File: src/rtl/note_sequencer_if.sv
// Handshake bundle between the game mode FSM and the note sequencer.
// The FSM side drives mode and edit controls; the sequencer returns playback state.
interface note_sequencer_if #(
    parameter int unsigned LANES = 4
);
    logic [2:0]       mode;
    logic [LANES-1:0] edit_lanes;
    logic             edit_commit;
    logic [1:0]       diff_sel;
    logic [5:0]       note_count;
    logic [LANES-1:0] lanes_out;
    logic             note_strobe;

    modport master (
        output mode, edit_lanes, edit_commit, diff_sel,
        input  note_count, lanes_out, note_strobe
    );

    modport slave (
        input  mode, edit_lanes, edit_commit, diff_sel,
        output note_count, lanes_out, note_strobe
    );
endinterface

File: src/rtl/note_sequencer.sv
// Song-pattern store and playback engine: records lane patterns in EDIT,
// latches tempo in DIFF and replays one step per beat in RUN.
module note_sequencer #(
    parameter int unsigned NUM_NOTES = 41,
    parameter int unsigned LANES     = 4,
    parameter int unsigned BASE_DIV  = 24
) (
    input logic             clk,
    input logic             n_rst,
    note_sequencer_if.slave bus
);
    typedef enum logic [2:0] {
        MODE_IDLE   = 3'd1,
        MODE_EDIT   = 3'd2,
        MODE_DIFF   = 3'd3,
        MODE_RUN    = 3'd4,
        MODE_PAUSE  = 3'd5,
        MODE_FINISH = 3'd6
    } mode_e;

    localparam logic [5:0]  LAST = 6'(NUM_NOTES);
    localparam logic [23:0] BASE = 24'(BASE_DIV);

    logic [LANES-1:0] mem [NUM_NOTES];

    logic [5:0]       count_q, count_d;
    logic [5:0]       wr_ptr_q, wr_ptr_d;
    logic [LANES-1:0] lanes_q, lanes_d;
    logic             strobe_q, strobe_d;
    logic [1:0]       diff_q, diff_d;
    logic [23:0]      div_q, div_d;
    logic [23:0]      shifted, period;
    logic             mem_we;

    always_comb begin
        shifted = BASE >> diff_q;
        period  = (shifted == '0) ? 24'd1 : shifted;
    end

    always_comb begin
        count_d  = count_q;
        wr_ptr_d = wr_ptr_q;
        lanes_d  = lanes_q;
        strobe_d = 1'b0;
        diff_d   = diff_q;
        div_d    = div_q;
        mem_we   = 1'b0;
        case (bus.mode)
            MODE_EDIT: begin
                div_d = '0;
                if (bus.edit_commit && (wr_ptr_q < LAST)) begin
                    mem_we   = 1'b1;
                    wr_ptr_d = wr_ptr_q + 6'd1;
                end
            end
            MODE_DIFF: begin
                diff_d = bus.diff_sel;
                div_d  = '0;
            end
            MODE_RUN: begin
                // Once the song is exhausted the divider freezes as well.
                if (count_q < LAST) begin
                    if (div_q == period - 24'd1) begin
                        div_d    = '0;
                        strobe_d = 1'b1;
                        count_d  = count_q + 6'd1;
                        lanes_d  = (count_q < wr_ptr_q) ? mem[count_q] : '0;
                    end else begin
                        div_d = div_q + 24'd1;
                    end
                end
            end
            MODE_PAUSE: begin
            end
            MODE_FINISH: begin
                lanes_d = '0;
                div_d   = '0;
            end
            default: begin
                count_d  = '0;
                wr_ptr_d = '0;
                lanes_d  = '0;
                div_d    = '0;
            end
        endcase
    end

    always_ff @(posedge clk or negedge n_rst) begin
        if (!n_rst) begin
            count_q  <= '0;
            wr_ptr_q <= '0;
            lanes_q  <= '0;
            strobe_q <= 1'b0;
            diff_q   <= '0;
            div_q    <= '0;
        end else begin
            count_q  <= count_d;
            wr_ptr_q <= wr_ptr_d;
            lanes_q  <= lanes_d;
            strobe_q <= strobe_d;
            diff_q   <= diff_d;
            div_q    <= div_d;
        end
    end

    // Pattern RAM is deliberately unreset; wr_ptr bounds which entries are valid.
    always_ff @(posedge clk) begin
        if (mem_we) begin
            mem[wr_ptr_q] <= bus.edit_lanes;
        end
    end

    assign bus.note_count  = count_q;
    assign bus.lanes_out   = lanes_q;
    assign bus.note_strobe = strobe_q;
endmodule

File: src/flat_wrapper.sv
// flat-port wrapper written by rule: the top's interface ports become plain ports
module note_sequencer_flat 
#(
    parameter int unsigned NUM_NOTES = 41,
    parameter int unsigned LANES     = 4,
    parameter int unsigned BASE_DIV  = 24
)
  (clk, n_rst, bus_mode, bus_edit_lanes, bus_edit_commit, bus_diff_sel, bus_note_count, bus_lanes_out, bus_note_strobe);
  note_sequencer_if #(.LANES(LANES)) bus_i ();
  input logic clk;
  input logic n_rst;
  input wire logic [$bits(bus_i.mode)-1:0] bus_mode;
  input wire logic [$bits(bus_i.edit_lanes)-1:0] bus_edit_lanes;
  input wire logic [$bits(bus_i.edit_commit)-1:0] bus_edit_commit;
  input wire logic [$bits(bus_i.diff_sel)-1:0] bus_diff_sel;
  output wire logic [$bits(bus_i.note_count)-1:0] bus_note_count;
  output wire logic [$bits(bus_i.lanes_out)-1:0] bus_lanes_out;
  output wire logic [$bits(bus_i.note_strobe)-1:0] bus_note_strobe;
  assign bus_i.mode = bus_mode;
  assign bus_i.edit_lanes = bus_edit_lanes;
  assign bus_i.edit_commit = bus_edit_commit;
  assign bus_i.diff_sel = bus_diff_sel;
  assign bus_note_count = bus_i.note_count;
  assign bus_lanes_out = bus_i.lanes_out;
  assign bus_note_strobe = bus_i.note_strobe;
  note_sequencer #(.NUM_NOTES(NUM_NOTES), .LANES(LANES), .BASE_DIV(BASE_DIV)) u_core (.clk(clk), .n_rst(n_rst), .bus(bus_i));
endmodule
File: config.mk
export PLATFORM = sky130hd
export DESIGN_NAME = note_sequencer_flat
export DESIGN_NICKNAME = d
export VERILOG_FILES = /design/src/rtl/note_sequencer_if.sv /design/src/rtl/note_sequencer.sv /design/src/flat_wrapper.sv
export SDC_FILE = /design/constraint.sdc
export NUM_CORES = 1
export LEC_CHECK = 0
export CAP_MARGIN = 10
export CORE_UTILIZATION = 35
export DETAILED_ROUTE_END_ITERATION = 12
export PLACE_DENSITY = 0.59
export SYNTH_ARGS = -nofsm -noshare
export SYNTH_HDL_FRONTEND = slang
export SYNTH_SLANG_ARGS = --single-unit
export TNS_END_PERCENT = 10
File: constraint.sdc
create_clock -name clk -period 7 [get_ports clk]
set_input_delay 0.7 -clock clk [delete_from_list [all_inputs] [get_ports clk]]
set_output_delay 0.7 -clock clk [all_outputs]
set_load 0.01 [all_outputs]
==> metrics.md <==
| Metric | Value |
|---|---|
| Drt total wl | `20.8 mm` |
| Area Growth Syn to Fin | `13.7%` |
| Worst slack at placement | `3730 ps` |
| Largest family of logic cells by synthesized area | `simple AND/OR/NAND/NOR gates` |
| Vias post-DR | `5,436` |
| Top-area cell type share of the netlist area | `54.5%` |
| Fin nets | `673` |
| Number of diodes | `0` |
| Clock insertion delay at the later pin of the skew report | `520 ps` |
| VDD IR max | `203 uV` |
| Pwr Total | `2580 uW` |
| Commonest non-fill, non-tap cells in the layout | `edfxtp_1 (164), nor2_1 (76), dfrtp_1 (42)` |
| DRT Pass-1 Iters | `5` |
| Arrival time at the worst endpoint | `3710 ps` |
| Cell row count | `58` |
| Post-Synth Simple-Gate Area | `11.1%` |
| # setup viols final | `0` |
| Req. time, crit path | `7430 ps` |
| Layout cells sized above 1 | `12.9%` |
| Area share of xor/xnor cells in the synthesized design | `2.32%` |
| Final hold vios | `0` |
| Register clock-pin slew on the reported worst setup and hold paths | `60 ps` |
| Post-CTS Resized | `0` |
| Vias in the first global route | `5,484` |
| Final Non-Filler Cells | `998` |
| P per Cell Area | `250 mW/mm^2` |
| Final worst slack | `3720 ps` |
| Fin. max-slew vios | `0` |
| CP Max Fanout | `33` |
| Outcome | `completed` |
| Post-route DRC violation count | `0` |
| Routability cong. | `0.859` |
| Period utilization | `46.8%` |
| Commonest non-fill, non-tap cell in the layout | `edfxtp_1` |
| Critical path startpoint category | `flip-flop` |
| Gr ovfl total | `0` |
| Number of nets with antenna violations after routing | `0` |
| Largest net degree at the start of global routing | `44` |
| Synthesized area | `0.00904 mm^2` |
| Post-synth EDFFs | `164` |
| Total CTS buffers | `23` |
| Syn Area/Cell | `14.4 um^2` |
| Compound-gate portion of the synthesized area | `5.99%` |
| Clock tree buffer depth | `3` |
| Static Leak | `0.00333 uW` |
| Sequential area share after synthesis | `66.4%` |
| # port buffers | `22` |
| Main synth FF type | `edfxtp_1` |
| Starting density of the core | `35.8%` |
| Slew headroom | `31.4%` |
| Synth Register Bits | `207` |
| Dpl hpwl | `13.7 mm` |
| Top post-synthesis cells by area | `edfxtp_1 (54%), dfrtp_1 (12%), mux4_2 (7.7%)` |
| Period minus WS final | `3280 ps` |
| Root Driver | `clkbuf_16` |
| # IOs | `23` |
| Maxcap violations | `0` |
| Postcts setup bufs | `0` |
| First-pass GRT wire length | `32.1 mm` |
| H-tree levels | `1` |
| Highest Clock Rate | `305 MHz` |
| Initial antenna violation count | `1` |
| Wirelength per Cell | `20.8 um` |
| Drt initial violations | `534` |
| CP Class | `flip-flop to flip-flop` |
| Clock skew | `19.6 ps` |
| Clk sink count | `207` |
| Unrepaired setup endpoints after global routing | `false` |
| Die extent in x | `163 um` |
| Placeable Area | `0.0253 mm^2` |
| Cts hold-fix bufs | `0` |
| Cells after synthesis | `628` |
| Placed Cells | `956` |
| Synth Area in Adders | `1.38%` |
| Synth async-reset ratio | `20.8%` |
| Hold Crit Class | `primary input to asynchronous set/reset pin` |
| Synthesized Nets | `650` |
| Setup TNS | `0 ps` |
| Die area | `0.0265 mm^2` |
| Count of cell types in the netlist | `57` |
| Mux share of post-synthesis cell area | `10.6%` |
| Synth warn | `0` |
| Yosys top cell by area | `edfxtp_1` |
| Detail-routed via count per cell | `5.45` |
| CTS tree | `built` |
| Crit end category | `flip-flop` |
| Overall routing resource usage | `16.0%` |
| Die Y | `163 um` |
| Worst slew pin tran | `1030 ps` |
logic make-up (layout without fill, tap and decap cells):
logic type | Yosys count | count (layout)
buffers and inverters | 48 | 88
xor gates and xnor gates | 24 | 24
adders and majority gates | 10 | 10
AOI/OAI and AO/OA | 77 | 77
muxes | 57 | 57
DFF | 207 | 207
and+or+nand+nor | 205 | 205
through the flow:
step | area, um^2 | hold WS [ps] | utilization (%)
after floorplan | 9040 | 404 | -
after global placement | 9550 | 506 | 37.8
after detailed placement | 9550 | 509 | 37.8
after CTS | 10300 | 381 | 40.7
after global routing | 10300 | 443 | 40.7
final | 10300 | 367 | 40.7
state kept, by name, indices dropped and copies added, names as in the netlist:
| signal | count |
|---|---|
| u_core.bus.note_strobe | 1 |
| u_core.bus.lanes_out | 4 |
| u_core.diff_q | 2 |
| u_core.div_q | 24 |
| u_core.mem | 164 |
| u_core.bus.note_count | 6 |
| u_core.wr_ptr_q | 6 |
where the power goes:
group | internal (uW) | total [uW] | leakage [uW] | switching [uW]
Combinational | 22.9 | 74.4 | 0.000900 | 51.5
Clock | 690 | 1160 | 0.000362 | 469
Sequential | 1330 | 1340 | 0.00207 | 8.31
Total | 2050 | 2580 | 0.00333 | 529
worst paths after layout:
path	start	endpoint	cells past startpoint	slack, ps
setup / recovery	u_core.bus.note_count[0]$_DFFE_PN0P_	u_core.wr_ptr_q[5]$_DFFE_PN0P_	8	3720
hold / removal	n_rst	u_core.bus.lanes_out[0]$_DFFE_PN0P_	1	370
setup reg to reg	u_core.bus.note_count[0]$_DFFE_PN0P_	u_core.wr_ptr_q[5]$_DFFE_PN0P_	8	3720
hold reg to reg	u_core.bus.lanes_out[2]$_DFFE_PN0P_	u_core.bus.lanes_out[2]$_DFFE_PN0P_	1	510
max in group asynchronous	n_rst	u_core.bus.note_count[0]$_DFFE_PN0P_	1	5950
min in group clk	u_core.bus.lanes_out[2]$_DFFE_PN0P_	u_core.bus.lanes_out[2]$_DFFE_PN0P_	1	510
per-layer routing:
metal	track usage [%]	part of all wire (%)	vias up	wire length [um]
met2	25.6	47	200	9740
met4	5.06	2.2	2	448
li1	-	-	2443	-
met1	21.7	44	2749	9190
met5	0	0.048	-	10
met3	3.46	6.6	42	1370
layout make-up:
cell class | count | area, um^2
fill | 2310 | 15000
inverter | 21 | 78.8
clock inverter | 17 | 126
clock buffer | 25 | 603
timing repair buffer | 25 | 218
multi-input combinational | 373 | 2840
sequential | 207 | 6000
tap | 330 | 413
critical path, stage by stage (launching register included):
cell      delay, ps
dfrtp_2        1030
inv_1           410
ha_1            320
nand2b_1         90
a31o_2          280
a21oi_1         150
and2_1          330
or4_1           440
o22ai_1         120
cells in the mapped netlist (5+ instances only):
cell      instances
mux4_2           31
mux2i_1          23
nand2_1          35
clkbuf_1         14
nand3_1          21
buf_2            11
nor2b_1           7
ha_1             10
nor3_1           11
dfrtp_1          43
nor4_1            6
a211oi_1          5
nand2b_1         11
a22o_1            9
o21ai_0          12
xnor2_1          15
nor2_1           76
o22ai_1           9
or4_1             5
edfxtp_1        164
xor2_1            9
inv_1            21
nand4_1          12
a21oi_1          14
(Power assumes the default switching activity.)
